`config.mk`:
```
export PLATFORM = sky130hd
export DESIGN_NAME = distortion_pregain
export DESIGN_NICKNAME = d
export VERILOG_FILES = /design/src/rtl/distortion_pregain.sv
export SDC_FILE = /design/constraint.sdc
export NUM_CORES = 2
export LEC_CHECK = 0
export CAP_MARGIN = 10
export CORE_MARGIN = 4
export CORE_UTILIZATION = 60
export CTS_BUF_LIST = sky130_fd_sc_hd__clkbuf_2 sky130_fd_sc_hd__clkbuf_4 sky130_fd_sc_hd__clkbuf_8
export DETAILED_ROUTE_END_ITERATION = 10
export GPL_TIMING_DRIVEN = 0
export PLACE_DENSITY = 0.78
export SETUP_SLACK_MARGIN = 0.15
export SKIP_LAST_GASP = 1
export SYNTH_ARGS = -nofsm -noshare
export SYNTH_HDL_FRONTEND = slang
export SYNTH_SLANG_ARGS = --single-unit
```
`constraint.sdc`:
```
create_clock -name clk -period 18.6 [get_ports clk]
set_clock_uncertainty 0.15 [all_clocks]
set_input_delay 5.58 -clock clk [delete_from_list [all_inputs] [get_ports clk]]
set_output_delay 5.58 -clock clk [all_outputs]
set_load 0.05 [all_outputs]
```
`src/rtl/distortion_pregain.sv`:
```
// Pre-gain ahead of the distortion clamp: sample times a sample-paced ramped gain, shifted and saturated.
// Latency 2 cycles from in_valid to out_valid, one sample per cycle, no backpressure.
module distortion_pregain #(
  parameter int bits_per_level = 12,
  parameter int RAMP_STEP      = 16,
  parameter int OUT_LIMIT      = 32767
) (
  input  logic               clk,
  input  logic               rst,
  input  logic               in_valid,
  input  logic signed [31:0] in_sample,
  input  logic               gain_load,
  input  logic [15:0]        gain_target,
  output logic               out_valid,
  output logic signed [31:0] out_sample,
  output logic               gain_busy
);

  typedef enum logic {IDLE, RAMP} state_t;

  localparam logic [15:0]        UNITY   = 16'(1 << bits_per_level);
  localparam logic [16:0]        STEP    = 17'(RAMP_STEP);
  localparam logic signed [48:0] LIM_POS = 49'(OUT_LIMIT);
  localparam logic signed [48:0] LIM_NEG = -49'(OUT_LIMIT);

  state_t      state;
  state_t      state_nxt;
  logic [15:0] gain_cur;
  logic [15:0] gain_cur_nxt;
  logic [15:0] gain_tgt;
  logic [15:0] gain_tgt_nxt;

  logic        ramp_up;
  logic [16:0] ramp_dist;

  logic               s1_vld;
  logic signed [48:0] s1_dat;
  logic signed [48:0] s2_shift;
  logic signed [48:0] s2_sat;

  // 17-bit distance so neither direction can wrap at the 0 / 0xFFFF ends
  assign ramp_up   = (gain_tgt > gain_cur);
  assign ramp_dist = ramp_up ? ({1'b0, gain_tgt} - {1'b0, gain_cur})
                             : ({1'b0, gain_cur} - {1'b0, gain_tgt});

  always_ff @(posedge clk or posedge rst) begin
    if (rst) begin
      state     <= IDLE;
      gain_cur  <= UNITY;
      gain_tgt  <= UNITY;
      gain_busy <= 1'b0;
    end else begin
      state     <= state_nxt;
      gain_cur  <= gain_cur_nxt;
      gain_tgt  <= gain_tgt_nxt;
      gain_busy <= (state_nxt == RAMP);
    end
  end

  // A coincident load retargets only after this cycle's step against the old target
  always_comb begin
    state_nxt    = state;
    gain_cur_nxt = gain_cur;
    gain_tgt_nxt = gain_tgt;
    if (state == RAMP && in_valid) begin
      if (ramp_dist <= STEP) begin
        gain_cur_nxt = gain_tgt;
        state_nxt    = IDLE;
      end else if (ramp_up) begin
        gain_cur_nxt = gain_cur + STEP[15:0];
      end else begin
        gain_cur_nxt = gain_cur - STEP[15:0];
      end
    end
    if (gain_load) begin
      gain_tgt_nxt = gain_target;
      state_nxt    = (gain_target != gain_cur_nxt) ? RAMP : IDLE;
    end
  end

  always_ff @(posedge clk or posedge rst) begin
    if (rst) begin
      s1_vld <= 1'b0;
      s1_dat <= '0;
    end else begin
      s1_vld <= in_valid;
      if (in_valid) begin
        s1_dat <= 49'(in_sample) * 49'($signed({1'b0, gain_cur}));
      end
    end
  end

  assign s2_shift = s1_dat >>> bits_per_level;

  always_comb begin
    s2_sat = s2_shift;
    if (s2_shift > LIM_POS) begin
      s2_sat = LIM_POS;
    end else if (s2_shift < LIM_NEG) begin
      s2_sat = LIM_NEG;
    end
  end

  always_ff @(posedge clk or posedge rst) begin
    if (rst) begin
      out_valid  <= 1'b0;
      out_sample <= '0;
    end else begin
      out_valid <= s1_vld;
      if (s1_vld) begin
        out_sample <= s2_sat[31:0];
      end
    end
  end

endmodule

```
==> After elaboration in Yosys (flattened, before gate mapping) <==
Cells that the tools add are included.
{ "op_classes": {"reduce_logical": 4, "n_lt_le_gt_ge": 4, "n_shift": 0, "n_eq_ne": 1, "n_mul": 1, "n_bitwise": 0, "n_addsub": 4, "n_mux": 10, "div_mod_pow": 0} }
{ "ops": {"columns": ["operator", "n"], "rows": [
  ["two-way mux 32 bit", 2],
  ["multiplier 32 x 17 -> 49 bit", 1],
  ["two-way mux 16 bit", 3],
  ["> comparator 37 x 16 -> 1 bit, second input constant", 1],
  ["less-than comparator 37 x 16 -> 1 bit, second input constant", 1],
  ["subtractor 16 x 16 -> 17 bit", 2],
  ["less-or-equal comparator 17 x 5 -> 1 bit, second input constant", 1],
  ["two-way mux 17 bit", 1],
  ["adder 16 x 5 -> 16 bit, second input constant", 1],
  ["> comparator 16 bit", 1],
  ["!= test 16 bit", 1],
  ["subtractor 16 x 5 -> 16 bit, second input constant", 1],
  ["two-way mux 1 bit", 4],
  ["nonzero test 2 bit", 2],
  ["AND reduction 2 bit", 1],
  ["logical AND 1 bit", 1]
]} }
{ "word_totals": {"n_memories": 0, "latchBits": 0, "elab_cells": 31, "ramBits": 0, "reg_bits": 116, "mem_bits_ro": 0} }

==> Longest topological paths before layout <==
{ "logic_depth": {"depth_word": 8, "depth_mapped": 28, "depth_no_buf": 27} }

==> Worst setup path before layout <==
Ideal clock, no wire load.
{ "synth_path": {"kind": "input to register", "startpoint": "in in_sample[7]", "endpoint": "reg s1_dat[47]", "n_path_buf": 1, "required_time_ns": 18.325, "setup_slack_ns": 6.547, "arrival_time_ns": 11.778, "setup_ns": 0.125, "path_stages": 25, "path_cell_list": "clkbuf_1 nand2_1 fa_1 inv_1 fa_1 inv_1 fa_1 inv_1 fa_1 fa_1 inv_1 fa_1 inv_1 ha_1 a21o_1 a21o_1 a211oi_1 nor2b_1 a41oi_1 o311ai_0 a31oi_1 o21ai_0 a221o_1 xor2_1 mux2_2"} }
{ "synth_between": {"elab_chain_cells": 1} }
{ "synth_rtl": {"columns": ["element", "line_no", "source"], "rows": [
  ["start, declared", "11", "input logic signed [31:0] in_sample,"],
  ["multiplier 32 x 17 -> 49 bit", "88", "s1_dat <= 49'(in_sample) * 49'($signed({1'b0, gain_cur}));"],
  ["end signal, assigned", "88", null],
  ["end, declared", "37", "logic signed [48:0] s1_dat;"]
]} }
Every way passes these cells.
A chain may end at the register's enable or synchronous reset.

==> Worst setup path in the final report <==
{ "layout_path": {"startpoint": "in in_sample[7]", "endpoint": "reg s1_dat[48]"} }
The elaborated chain is that of the path after synthesis.

==> run_results.csv <==
group,metric,value,unit
outcome,status,"finished, final reports clean",
detailed_routing,drt-total-wl,72800,um
critical_path,cp_data_arrival_time,13930,ps
clock_tree,post_cts_resized,0,
detailed_routing,first_iter_violations,1525,
floorplanning,core-area,0.0399,mm2
critical_path,crit_path_end_kind,"flip-flop",
detailed_routing,vias,19700,
floorplanning,design.die.area,0.0439,mm2
critical_path,crit_path_cell_trace,"clkdlybuf4s50_1, clkbuf_1, nand2_1, fa_1, fa_1, fa_1, inv_1, ha_1, fa_1, fa_1, ha_1, or3_1, a221oi_1, nor3_1, a41oi_1, o311ai_0, a31oi_1, o21ai_0, a221o_1, a21oi_1, xnor2_1, a21oi_1",
floorplanning,io-pin-count,86,
logic_synthesis,syn_inst,2751,
clock_tree,htreeDepth,3,
timing,final-setup-viol-count,0,
timing,rsz0062_at_grt,"false",
clock_tree,clkTransAtPathRegs,100,ps
critical_path,required,18720,ps
logic_synthesis,seq_area_frac_synth,0.107,
global_routing,grt_pass1_vias,21200,
logic_synthesis,synth_edf_count,0,
critical_path,crit_top_cell,"fa_1",
floorplanning,row_count,73,
clock_tree,clkLatencyLatePin,430,ps
clock_tree,cts_num_sinks,104,
detailed_routing,wl_per_cell,21.5,um
layout,nets,3548,
floorplanning,die_w,209,um
global_routing,antenna_found_initial,0,
global_routing,grt.overflow.total,0,
logic_synthesis,yosysWarnings,0,
floorplanning,die_y,209,um
timing,period_share,0.742,
timing,final-hold-violation-count,0,
hold_path,min_path_type,"reg -> reg",
flow_run,cap_violations,0,
timing,fmax,0.0724,GHz
timing,relSlewSlack,0.253,
detailed_routing,route.detailed.drc,0,
place,dp_hpwl,60200,um
timing,tightestPinTransition,1120,ps
detailed_routing,dr.pass1.iters,6,
critical_path,critPathMaxFanout,10,
global_routing,grt_util_all_layers,0.341,
detailed_routing,vias_per_cell,5.82,
logic_synthesis,syn_nets,3450,
timing,slew_violations,0,
logic_synthesis,yosys_register_bits,104,
clock_tree,cts_setup_buffers,0,
timing,tns,0,ps
place,port_buffers,84,
timing,fin_crit,13810,ps
place,place.gp.congestion,1.00,
critical_path,cp-start-kind,"primary input",
clock_tree,numCtsBuffers,9,
logic_synthesis,synthArstFlopShare,1.00,
logic_synthesis,synth_flop_cell,"dfrtp_1",
global_routing,grt_pass1_wl,116000,um
critical_path,crit_type,"in -> reg",
global_routing,grt_max_degree,55,
layout,drive_gt1_frac,0.0312,
critical_path,max_stage_delay,780,ps
layout,syn_to_final_growth,7.20,%
logic_synthesis,syn_area,0.0244,mm2
logic_synthesis,synth_cell_types,77,
critical_path,crit_path_top_delay_cell,"clkdlybuf4s50_1",
logic_synthesis,avgSynthCellArea,8.85,um2
clock_tree,cts_hold_buffers,0,
clock_tree,clockBufferDepth,2,
clock_tree,cts_tree,"built",
clock_tree,root_buffer,"clkbuf_8",
floorplanning,start_util,0.610,
detailed_routing,detail-route-antenna-nets,0,
-- metal layers --
metal,vias to the layer above,global-route usage,part of all wire
met2,995,0.538,0.45
li1,8487,-,-
met5,-,0,0
met1,9903,0.444,0.38
met3,277,0.0779,0.092
met4,0,0.182,0.070
-- final cells by class --
class,instances,area (um2)
multi-input cells,1858,18800
fillers,3319,13800
flip-flops and latches,104,2610
inverters,664,2490
repair buffers,87,881
well taps,525,657
plain buffers,125,504
clock buffers,9,124
clock inverters,7,87.6
diodes,1,2.50
-- critical path: cells and delay by family --
kind | cells | cell delay (ps)
adder cells (fa/ha/maj) | 7 | 3000
AND/OR/NAND/NOR | 3 | 670
XOR/XNOR | 1 | 130
buffers and inverters | 3 | 1330
AO/OA/AOI/OAI | 8 | 3180
-- sequential cells by signal (all words and copies together) (netlist names) --
signal,cells
state,1
gain_cur,16
gain_tgt,16
out_valid,1
s1_vld,1
out_sample,32
s1_dat,37
-- cell usage in the layout, fill, tap and decap left out, types with 28 or more instances in the layout --
master	n
a21o_1	28
dfrtp_1	102
and2_1	236
xor2_1	34
nand2_1	359
xnor2_1	50
clkbuf_1	108
nor2_1	68
clkdlybuf4s50_1	84
inv_1	663
o21ai_0	84
ha_1	157
a21oi_1	80
mux2_2	34
fa_1	490
-- final timing paths --
check                                    start              to  slack [ps]  cells after the start
max in group asynchronous                  rst   out_sample[8]       12140                      3
worst min register to register  out_sample[18]  out_sample[18]         380                      2
worst min-delay path            out_sample[18]  out_sample[18]         380                      2
worst max register to register     gain_cur[4]      s1_dat[48]        9340                     24
worst max-delay path              in_sample[7]      s1_dat[48]        4790                     22
min in group asynchronous                  rst          s1_vld        5450                      2
-- cell usage after synthesis (22+ instances only) --
cell type / number / share of area
fa_1: 490 / 0.40
clkbuf_1: 108 / 0.017
a21o_1: 28 / 0.0086
and2_1: 236 / 0.061
xor2_1: 34 / 0.012
nor2_1: 68 / 0.010
mux2_2: 34 / 0.016
ha_1: 157 / 0.081
inv_1: 664 / 0.10
nand4_1: 22 / 0.0057
a21oi_1: 80 / 0.016
dfrtp_1: 102 / 0.10
o21ai_0: 85 / 0.017
nand2_1: 359 / 0.055
xnor2_1: 50 / 0.018
-- metrics by stage --
stage	cells	area, um2	utilization	worst slack (ps)	hold WS (ps)
after floorplan	2751	24400	-	6550	297
after global placement	3360	25900	0.648	4540	354
after detailed placement	3363	25900	0.649	4450	363
after CTS	3379	26100	0.654	4870	381
after global routing	3379	26100	0.654	4370	401
final	3380	26100	0.654	4790	376
-- kinds of logic (layout without fill, tap and decap cells) --
| family | Yosys count | count (layout) | synth area share |
|---|---|---|---|
| xor gates and xnor gates | 84 | 84 | 0.0302 |
| AOI/OAI and AO/OA | 306 | 306 | 0.0813 |
| and+or+nand+nor | 780 | 780 | 0.157 |
| adders and majority gates | 647 | 647 | 0.483 |
| other | 0 | 1 | 0 |
| buffers and inverters | 789 | 892 | 0.123 |
| muxes | 41 | 41 | 0.0186 |
| DFF | 104 | 104 | 0.107 |
Power is not shown: default switching activity piles up to over one toggle a cycle in this logic, so the estimate is an artifact.
